==> src/rtl/adc_sample_source_if.sv <==
// FIFO write-side bundle between the ADC sample source and the dual-clock capture FIFO.
interface adc_sample_source_if #(
    parameter int unsigned DATA_WIDTH = 10
) ();
    logic [DATA_WIDTH-1:0] dataOut;
    logic                  dataValid;
    logic                  fifoFull;

    modport master (
        output dataOut,
        output dataValid,
        input  fifoFull
    );

    modport slave (
        input  dataOut,
        input  dataValid,
        output fifoFull
    );
endinterface

==> src/rtl/adc_sample_source.sv <==
// ADC-domain sample source: live samples or test patterns, gated by a capture FSM and
// FIFO back-pressure, with sample/drop statistics for the host.
module adc_sample_source #(
    parameter int unsigned DATA_WIDTH  = 10,
    parameter int unsigned COUNT_WIDTH = 32,
    parameter int unsigned DROP_WIDTH  = 16
) (
    input  logic                   adcClk,
    input  logic                   nReset,
    input  logic                   i_collectData,
    input  logic [1:0]             i_testMode,
    input  logic [DATA_WIDTH-1:0]  i_adcDataIn,
    input  logic                   i_clearStatus,
    adc_sample_source_if.master    io_fifo,
    output logic [COUNT_WIDTH-1:0] o_sampleCount,
    output logic [DROP_WIDTH-1:0]  o_dropCount,
    output logic                   o_overflow,
    output logic                   o_running
);

    typedef enum logic [1:0] {
        StIdle = 2'd0,
        StArm  = 2'd1,
        StRun  = 2'd2
    } state_e;

    localparam logic [1:0] ModeLive    = 2'd0;
    localparam logic [1:0] ModeCounter = 2'd1;
    localparam logic [1:0] ModePrbs    = 2'd2;
    localparam logic [1:0] ModeTri     = 2'd3;

    localparam logic [15:0]           LfsrSeed = 16'hACE1;
    localparam logic [DATA_WIDTH-1:0] TriPeakM1 = {{(DATA_WIDTH-1){1'b1}}, 1'b0};
    localparam logic [DATA_WIDTH-1:0] TriOne    = DATA_WIDTH'(1);
    localparam logic [DROP_WIDTH-1:0] DropMax   = {DROP_WIDTH{1'b1}};

    state_e                 r_state;
    state_e                 w_stateNext;
    logic [1:0]             r_modeReg;
    logic [DATA_WIDTH-1:0]  r_inReg;
    logic [DATA_WIDTH-1:0]  r_cnt;
    logic [DATA_WIDTH-1:0]  r_tri;
    logic                   r_triUp;
    logic [15:0]            r_lfsr;
    logic [DATA_WIDTH-1:0]  r_dataOut;
    logic                   r_dataValid;
    logic [COUNT_WIDTH-1:0] r_sampleCount;
    logic [DROP_WIDTH-1:0]  r_dropCount;
    logic                   r_overflow;

    logic [DATA_WIDTH-1:0]  w_cntNext;
    logic [DATA_WIDTH-1:0]  w_triNext;
    logic                   w_triUpNext;
    logic [15:0]            w_lfsrNext;
    logic [DATA_WIDTH-1:0]  w_genValue;
    logic                   w_capture;
    logic                   w_write;
    logic                   w_drop;
    logic [DROP_WIDTH-1:0]  w_dropNext;
    logic                   w_overflowNext;

    // A RUN cycle with collectData low is the exit cycle and never writes.
    assign w_capture = (r_state == StRun) && i_collectData;
    assign w_write   = w_capture && !io_fifo.fifoFull;
    assign w_drop    = w_capture && io_fifo.fifoFull;

    always_ff @(posedge adcClk or negedge nReset) begin
        if (!nReset) begin
            r_state <= StIdle;
        end else begin
            r_state <= w_stateNext;
        end
    end

    always_comb begin
        w_stateNext = r_state;
        unique case (r_state)
            StIdle:  if (i_collectData) w_stateNext = StArm;
            StArm:   w_stateNext = StRun;
            StRun:   if (!i_collectData) w_stateNext = StIdle;
            default: w_stateNext = StIdle;
        endcase
    end

    // Generators are seeded in ARM and advance on every RUN cycle, written or not.
    always_comb begin
        w_cntNext   = r_cnt;
        w_triNext   = r_tri;
        w_triUpNext = r_triUp;
        w_lfsrNext  = r_lfsr;
        if (r_state == StArm) begin
            w_cntNext   = '0;
            w_triNext   = '0;
            w_triUpNext = 1'b1;
            w_lfsrNext  = LfsrSeed;
        end else if (r_state == StRun) begin
            w_cntNext  = r_cnt + TriOne;
            w_lfsrNext = {r_lfsr[14:0], r_lfsr[15] ^ r_lfsr[13] ^ r_lfsr[12] ^ r_lfsr[10]};
            if (r_triUp) begin
                w_triNext = r_tri + TriOne;
                if (r_tri == TriPeakM1) w_triUpNext = 1'b0;
            end else begin
                w_triNext = r_tri - TriOne;
                if (r_tri == TriOne) w_triUpNext = 1'b1;
            end
        end
    end

    always_comb begin
        w_genValue = r_inReg;
        unique case (r_modeReg)
            ModeLive:    w_genValue = r_inReg;
            ModeCounter: w_genValue = r_cnt;
            ModePrbs:    w_genValue = r_lfsr[DATA_WIDTH-1:0];
            ModeTri:     w_genValue = r_tri;
            default:     w_genValue = r_inReg;
        endcase
    end

    // A clear and a drop in the same cycle leave exactly that one drop recorded.
    always_comb begin
        w_dropNext     = r_dropCount;
        w_overflowNext = r_overflow;
        if (i_clearStatus) begin
            w_dropNext     = '0;
            w_overflowNext = 1'b0;
        end
        if (w_drop) begin
            if (w_dropNext != DropMax) w_dropNext = w_dropNext + DROP_WIDTH'(1);
            w_overflowNext = 1'b1;
        end
    end

    always_ff @(posedge adcClk or negedge nReset) begin
        if (!nReset) begin
            r_modeReg     <= ModeLive;
            r_inReg       <= '0;
            r_cnt         <= '0;
            r_tri         <= '0;
            r_triUp       <= 1'b1;
            r_lfsr        <= LfsrSeed;
            r_dataOut     <= '0;
            r_dataValid   <= 1'b0;
            r_sampleCount <= '0;
            r_dropCount   <= '0;
            r_overflow    <= 1'b0;
        end else begin
            r_inReg     <= i_adcDataIn;
            r_cnt       <= w_cntNext;
            r_tri       <= w_triNext;
            r_triUp     <= w_triUpNext;
            r_lfsr      <= w_lfsrNext;
            r_dataValid <= w_write;
            r_dropCount <= w_dropNext;
            r_overflow  <= w_overflowNext;
            if (r_state == StArm) begin
                r_modeReg     <= i_testMode;
                r_sampleCount <= '0;
            end else if (w_write) begin
                r_sampleCount <= r_sampleCount + COUNT_WIDTH'(1);
            end
            if (w_write) begin
                r_dataOut <= w_genValue;
            end
        end
    end

    assign io_fifo.dataOut   = r_dataOut;
    assign io_fifo.dataValid = r_dataValid;
    assign o_sampleCount     = r_sampleCount;
    assign o_dropCount       = r_dropCount;
    assign o_overflow        = r_overflow;
    assign o_running         = (r_state == StRun);

endmodule

==> src/flat_wrapper.sv <==
// flat-port wrapper written by rule: the top's interface ports become plain ports
module adc_sample_source_flat 
#(
    parameter int unsigned DATA_WIDTH  = 10,
    parameter int unsigned COUNT_WIDTH = 32,
    parameter int unsigned DROP_WIDTH  = 16
)
  (adcClk, nReset, i_collectData, i_testMode, i_adcDataIn, i_clearStatus, o_sampleCount, o_dropCount, o_overflow, o_running, io_fifo_dataOut, io_fifo_dataValid, io_fifo_fifoFull);
  adc_sample_source_if #(.DATA_WIDTH(DATA_WIDTH)) io_fifo_i ();
  input  logic adcClk;
  input  logic nReset;
  input  logic i_collectData;
  input  logic [1:0] i_testMode;
  input  logic [DATA_WIDTH-1:0] i_adcDataIn;
  input  logic i_clearStatus;
  output logic [COUNT_WIDTH-1:0] o_sampleCount;
  output logic [DROP_WIDTH-1:0] o_dropCount;
  output logic o_overflow;
  output logic o_running;
  output wire logic [$bits(io_fifo_i.dataOut)-1:0] io_fifo_dataOut;
  output wire logic [$bits(io_fifo_i.dataValid)-1:0] io_fifo_dataValid;
  input wire logic [$bits(io_fifo_i.fifoFull)-1:0] io_fifo_fifoFull;
  assign io_fifo_dataOut = io_fifo_i.dataOut;
  assign io_fifo_dataValid = io_fifo_i.dataValid;
  assign io_fifo_i.fifoFull = io_fifo_fifoFull;
  adc_sample_source #(.DATA_WIDTH(DATA_WIDTH), .COUNT_WIDTH(COUNT_WIDTH), .DROP_WIDTH(DROP_WIDTH)) u_core (.adcClk(adcClk), .nReset(nReset), .i_collectData(i_collectData), .i_testMode(i_testMode), .i_adcDataIn(i_adcDataIn), .i_clearStatus(i_clearStatus), .io_fifo(io_fifo_i), .o_sampleCount(o_sampleCount), .o_dropCount(o_dropCount), .o_overflow(o_overflow), .o_running(o_running));
endmodule
==> config.mk <==
export PLATFORM = sky130hd
export DESIGN_NAME = adc_sample_source_flat
export DESIGN_NICKNAME = d
export VERILOG_FILES = /design/src/rtl/adc_sample_source_if.sv /design/src/rtl/adc_sample_source.sv /design/src/flat_wrapper.sv
export SDC_FILE = /design/constraint.sdc
export NUM_CORES = 1
export LEC_CHECK = 0
export BUFFER_PORTS_ARGS = -buffer_cell sky130_fd_sc_hd__buf_2
export CORE_ASPECT_RATIO = 0.75
export CORE_MARGIN = 4
export CORE_UTILIZATION = 30
export DETAILED_ROUTE_END_ITERATION = 10
export PLACE_DENSITY = 0.5
export SLEW_MARGIN = 20
export SYNTH_ARGS = -nofsm -noshare
export SYNTH_HDL_FRONTEND = slang
export SYNTH_SLANG_ARGS = --single-unit
==> constraint.sdc <==
create_clock -name adcClk -period 3 [get_ports adcClk]
set_clock_uncertainty 0.05 [all_clocks]
set_input_delay 0 -clock adcClk [delete_from_list [all_inputs] [get_ports adcClk]]
set_output_delay 0 -clock adcClk [all_outputs]
set_load 0.05 [all_outputs]
==> results of run 1 <==
[metrics by stage]
| stage | area [sq um] | hold slack (ps) |
|---|---|---|
| finish | 6810 | 35.6 |
| global route | 6810 | 60.3 |
| CTS | 6810 | 19.8 |
| detailed placement | 6360 | -12.0 |
| global placement | 6360 | -15.9 |
| floorplan | 5740 | -346 |
[worst max-delay path, stage by stage, from the launching register on]
cell and delay (ps):
dfrtp_1 390, inv_1 130, ha_1 270, and2_1 300, nand2_1 380, or4_1 580, a21oi_1 150
[sequential cells by signal, indices dropped and copies added, names as in the netlist]
register / count
u_core.io_fifo.dataOut: 10
u_core.o_dropCount: 16
u_core.r_cnt: 10
u_core.o_overflow: 1
u_core.r_inReg: 10
u_core.r_tri: 10
u_core.r_lfsr: 16
u_core.r_triUp: 1
u_core.r_state: 2
u_core.o_sampleCount: 32
u_core.io_fifo.dataValid: 1
u_core.r_modeReg: 2
[cell families after synthesis]
group | synth area share
buf+inv | 0.0390
compound gates | 0.111
fa+ha+maj | 0.0240
xor+xnor | 0.0366
mux | 0.0872
simple gates | 0.216
flops | 0.486
[layer usage]
layer / global-route usage / vias to the layer above / routed length, um
met5: 0 / - / 0
met3: 0.0345 / 12 / 753
li1: - / 2207 / -
met4: 0.0358 / 0 / 184
met2: 0.190 / 96 / 5800
met1: 0.204 / 2226 / 7220
[layout make-up]
cell class | instances | area, sq um | share of cell area
clock buffer | 9 | 225 | 0.0331
tap | 247 | 309 | 0.0454
multi-input combinational | 388 | 2730 | 0.400
sequential | 111 | 2790 | 0.409
clock inverter | 7 | 81.3 | 0.0119
timing repair buffer | 98 | 596 | 0.0874
inverter | 23 | 86.3 | 0.0127
[worst paths after layout]
| check | startpoint | to | depth (start not counted) |
|---|---|---|---|
| worst max-delay path | u_core.r_state[0]$_DFFE_PN0P_ | u_core.o_sampleCount[25]$_DFFE_PN0P_ | 6 |
| min in group asynchronous | nReset | u_core.o_sampleCount[20]$_DFFE_PN0P_ | 2 |
| worst min register to register | u_core.io_fifo.dataOut[6]$_DFFE_PN0P_ | u_core.io_fifo.dataOut[6]$_DFFE_PN0P_ | 1 |
| worst min-delay path | i_clearStatus | u_core.o_dropCount[11]$_DFF_PN0_ | 2 |
| worst max register to register | u_core.r_state[0]$_DFFE_PN0P_ | u_core.o_sampleCount[25]$_DFFE_PN0P_ | 6 |
| max in group asynchronous | nReset | u_core.r_lfsr[0]$_DFFE_PN1P_ | 3 |
[timing repair]
item | in CTS | in global routing
hold buffers | 15 | 0
endpoints found under the hold margin | 55 | 0
setup endpoints to repair | 0 | 0
buffers inserted | 0 | 0
[Yosys cell counts (4+ instances only)]
library cell,n,area [sq um]
dfrtp_1,102,2550
a21oi_1,43,215
nor2_1,40,150
clkbuf_1,25,93.8
nand2_1,25,93.8
o21ai_0,24,120
inv_1,23,86.3
nand4_1,23,144
mux2_2,20,225
o31ai_1,20,150
nand3_1,18,90.1
or4_1,18,135
nor2b_1,15,93.8
xnor2_1,12,105
xor2_1,12,105
ha_1,11,138
mux4_2,10,225
nor3_1,10,50.1
or3_1,10,62.6
dfstp_2,9,236
and4_1,8,70.1
nand3b_1,8,60.1
nor4_1,7,43.8
and3_1,6,37.5
buf_2,5,25.0
mux2i_1,5,50.1
a31oi_1,4,25.0
nand2b_1,4,25.0
[power by group]
| group | switching (mW) | leakage [nW] | internal [mW] |
|---|---|---|---|
| sequential | 0.334 | 1.45 | 1.81 |
| clock | 0.641 | 0.150 | 0.600 |
| combinational | 1.13 | 1.37 | 0.709 |
| total | 2.10 | 2.97 | 3.12 |
==> reports/qor.yml, run 1 <==
detailed_routing:
  dr.first_iter.drc_count: 327
  vias: 4541
  wl_per_cell_um: 15.8
  drt-total-wl_um: 14000
  remaining_drc_errors: 0
  dr.pass1.iters: 4
  via_per_inst: 5.14
  detail-route-antenna-nets: 0
timing:
  fin_crit_sh: 0.772
  slew_violations: 0
  fin_crit_ps: 2320
  fmax_mhz: 432
  setup_viol: 0
  hold_violations: 0
  setup_slack_ps: 683
  relSlewSlack: 0.535
  tightestPinTransition_ps: 698
  fin_setup_tns_ps: 0
  rsz0062_at_grt: "no"
finish:
  antenna_cells: 0
  area_delta_synth_final_pct: 18.8
  nets: 659
  drive_gt1_frac: 0.239
  fillCellCount: 1913
  post-route-util: 0.366
  final_common_cell: "dfrtp_1"
  stdcell_count: 883
  mostFrequentLayoutCells: "dfrtp_1 (102), buf_2 (76), a21oi_1 (43)"
yosys:
  synthArstFlopShare: 1.00
  syn_nets: 583
  yosys_most_used_dff: "dfrtp_1"
  ys_warn_count: 0
  synth_edf_count: 0
  synth-seq-cells: 111
  syn_inst: 555
  syn-cell-area_sq_um: 5740
  synth_cell_type_count: 54
  ys_seq_area_frac: 0.486
  avgSynthCellArea_sq_um: 10.3
setup_path:
  worstPathArrival_ps: 2560
  ff2ff_setup_slack_ps: 680
  worst-setup-path-type: "flip-flop to flip-flop"
  cp.required_ps: 3240
  start_kind: "flip-flop"
  crit_path_max_fanout: 19
  worstSetupEndpointType: "flip-flop"
clocking:
  clk_latency_ps: 360
  cts.sinks: 111
  root_buffer: "clkbuf_16"
  cts_buffer_depth: 2
  cts_tree: "yes"
  post_cts_resized: 0
  cts_made_buffers: 9
  htree_num_levels: 3
  clkTransAtPathRegs_ps: 80
floorplanning:
  core_area_sq_um: 18600
  start_util: 0.308
  io-pin-count: 78
  die_area_sq_um: 21400
  rows: 43
  die_h_um: 128
  die_w_um: 168
status:
  status: "finished, final reports clean"
grt:
  grt_max_degree: 70
  grt_overflow: 0
  grt_pass1_wl_um: 23600
  grt_usage: 0.134
  antenna_found_initial: 0
  grt_pass1_vias: 4420
job:
  maxCapViolCount: 0
pwr:
  p_leak_nw: 2.97
  ir_drop_mv: 0.323
  powerDensity_nw_per_um2: 767
  finalPower_mw: 5.23
place:
  dpl.hpwl_um: 9800
  pre_cts_ws_ps: 706
  place_inst: 852
  port_buffers: 77
  place.gp.congestion: 0.771
worst_hold_path:
  hold_class: "primary input to flip-flop"
Power figures use the tool's default switching activity.
==> run 2: changes to the inputs <==
--- a/config.mk
+++ b/config.mk
@@ -10,7 +10,7 @@
 export CORE_MARGIN = 4
 export CORE_UTILIZATION = 30
 export DETAILED_ROUTE_END_ITERATION = 10
-export PLACE_DENSITY = 0.5
+export PLACE_DENSITY = 0.52
 export SLEW_MARGIN = 20
 export SYNTH_ARGS = -nofsm -noshare
 export SYNTH_HDL_FRONTEND = slang
==> constraint.sdc (replaced) <==
create_clock -name adcClk -period 1.99 [get_ports adcClk]
set_clock_uncertainty 0.05 [all_clocks]
set_input_delay 0 -clock adcClk [delete_from_list [all_inputs] [get_ports adcClk]]
set_output_delay 0 -clock adcClk [all_outputs]
set_load 0.05 [all_outputs]
==> reports/qor.yml, run 2 (synthesis gave the netlist of run 1 again) <==
grt:
  antenna_found_initial: 0  # unchanged
  top_usage_layer: "met2"
  grt_pass1_vias: 4639  # +5.0%
  grt_pass1_wl_um: 24200  # +2.6%
  grt_usage: 0.140  # +0.00552
  grt_util_met1: 0.198  # -0.00600
  grt_overflow: 0  # unchanged
  met2_usage: 0.206  # +0.0166
  grt_max_degree: 36  # -49%
  grtUsageMet3: 0.0388  # +0.00432
place:
  dpl.hpwl_um: 10500  # +7.2%
  place_inst: 886  # +4.0%
  port_buffers: 77  # unchanged
  place.gp.congestion: 0.808  # +4.8%
setup_path:
  r2r_start: "u_core.r_state[0]$_DFFE_PN0P_"
  ff2ff_setup_slack_ps: 40  # -640 ps
  ff2ff_path_depth: 7  # +1
  crit_path_start: "u_core.r_state[0]$_DFFE_PN0P_"
  worst_r2r_endpoint: "u_core.o_dropCount[4]$_DFF_PN0_"
  crit_path_max_fanout: 5  # -14
  worstPathArrival_ps: 2140  # -420 ps
  worst-setup-path-type: "flip-flop to flip-flop"
  worstSetupEndpointType: "flip-flop"
  cp.required_ps: 2180  # -1060 ps
  start_kind: "flip-flop"
  critPathCapture: "u_core.o_dropCount[4]$_DFF_PN0_"
timing:
  fin_crit_ps: 1950  # -368 ps
  fin_crit_sh: 0.979  # +0.207
  setup_viol: 0  # unchanged
  slew_violations: 0  # unchanged
  hold_slack_ps: 18.4  # -17.2 ps
  tightestPinTransition_ps: 495  # -203 ps
  relSlewSlack: 0.667  # +0.132
  hold_violations: 0  # unchanged
  fmax_mhz: 513  # +19%
  rsz0062_at_grt: "yes"
floorplanning:
  die_h_um: 128  # unchanged
  die_area_sq_um: 21400  # unchanged
  start_util: 0.308  # unchanged
  rows: 43  # unchanged
  core_area_sq_um: 18600  # unchanged
  die_w_um: 168  # unchanged
  io-pin-count: 78  # unchanged
finish:
  antenna_cells: 0  # unchanged
  drive_gt1_frac: 0.358  # +0.119
  area_delta_synth_final_pct: 28.1
  largest_reg_flops: 32  # unchanged
  fillCellCount: 1842  # -3.7%
  mostFrequentLayoutCells: "buf_2 (76), dfrtp_1 (73), buf_4 (41)"
  stdcell_count: 923  # +4.5%
  final_common_cell: "buf_2"
  nets: 699  # +6.1%
detailed_routing:
  wl_per_cell_um: 16.1  # +1.8%
  remaining_drc_errors: 0  # unchanged
  vias: 4738  # +4.3%
  detail-route-antenna-nets: 0  # unchanged
  dr.pass1.iters: 4  # unchanged
  via_per_inst: 5.13  # -0.18%
  drt-total-wl_um: 14800  # +6.4%
  dr.first_iter.drc_count: 399  # +22%
pwr:
  powerDensity_nw_per_um2: 1150  # +50%
  ir_drop_mv: 0.547  # +70%
  p_clk_frac: 0.221  # -0.016
  power.net_switching_mw: 3.16  # +50%
  power.share.switching: 0.373  # -0.0291
  finalPower_mw: 8.46  # +62%
  sequentialPowerShare: 0.364  # -0.047
  p_leak_nw: 3.18  # +6.7%
  combPwrFrac: 0.415  # +0.063
  intPower_mw: 5.30  # +70%
clocking:
  cts_made_buffers: 9  # unchanged
  clk_latency_ps: 360  # about the same
  cts_buffer_depth: 2  # unchanged
  cts_tree: "yes"
  root_buffer: "clkbuf_16"
  cts.sinks: 111  # unchanged
  htree_num_levels: 3  # unchanged
  clkTransAtPathRegs_ps: 70  # about the same
status:
  status: "finished, final reports clean"
job:
  maxCapViolCount: 0  # unchanged
worst_hold_path:
  hold_class: "primary input to flip-flop"
  hold_depth: 2  # unchanged
[run 2: cell types whose count changed in the layout (fill, tap and decap cells not counted), sizes merged]
cell	previous run	this run
buf	83	123
bufinv	0	1
clkbuf	9	14
clkinv	2	1
clkinvlp	0	1
dlygate4sd3	15	14
inv	28	23
[run 2: timing repair]
item,CTS,global route
hold buffers,14,0
endpoints found under the hold margin,118,0
setup buffers,0,6
resized for setup,0,19
setup endpoints to repair,0,18
[run 2: power by group through the flow]
stage	combinational, mW	clock, mW	sequential [mW]
2_1_floorplan	1.89	0	3.43
3_3_place_gp	3.24	0	3.10
3_5_place_dp	3.32	0	3.12
4_1_cts	3.35	1.95	3.08
5_1_grt	3.86	2.03	3.14
6_report	3.51	1.87	3.08
[run 2: how the worst min path moves through the flow]
stage / start / end / slack [ps]
after CTS: i_clearStatus / u_core.o_overflow$_DFFE_PN0P_ / 0.7
after global routing: io_fifo_fifoFull / u_core.io_fifo.dataValid$_DFF_PN0_ / 20
after detailed placement: nReset / u_core.r_inReg[8]$_DFF_PN0_ / -90
after global placement: nReset / u_core.io_fifo.dataOut[8]$_DFFE_PN0P_ / -90
after floorplan: nReset / u_core.io_fifo.dataOut[0]$_DFFE_PN0P_ / -350
final: i_clearStatus / u_core.o_overflow$_DFFE_PN0P_ / 20
[run 2: worst max-delay path, stage by stage (launching register included)]
cell and delay, ps:
dfrtp_1 390, inv_2 100, ha_4 160, nand3_4 90
buf_6 130, or3_2 450, a21oi_2 150, mux2_4 310
[run 2: routing by layer]
layer | up-vias | share of wire
li1 | 2283 | -
met5 | - | 0
met3 | 20 | 0.055
met1 | 2332 | 0.49
met4 | 0 | 0.018
met2 | 103 | 0.44
[run 2: metrics by stage]
step,TNS [ps],utilization,cell area [sq um],setup WS [ps]
floorplan,-66.5,-,5840,-28.2
global placement,0,0.363,6750,42.7
detailed placement,0,0.363,6750,17.2
CTS,0,0.387,7200,1.87
global route,-82.5,0.395,7350,-25.4
finish,0,0.395,7350,40.9
[run 2: area by class of cell]
cell class              instances  area (sq um)  area share
repair buffers                138           965       0.131
inverters                      23          86.3      0.0117
flip-flops and latches        111          2830       0.384
multi-input cells             388          2860       0.389
clock inverters                 3          42.5     0.00579
well taps                     247           309      0.0421
clock buffers                  13           260      0.0354
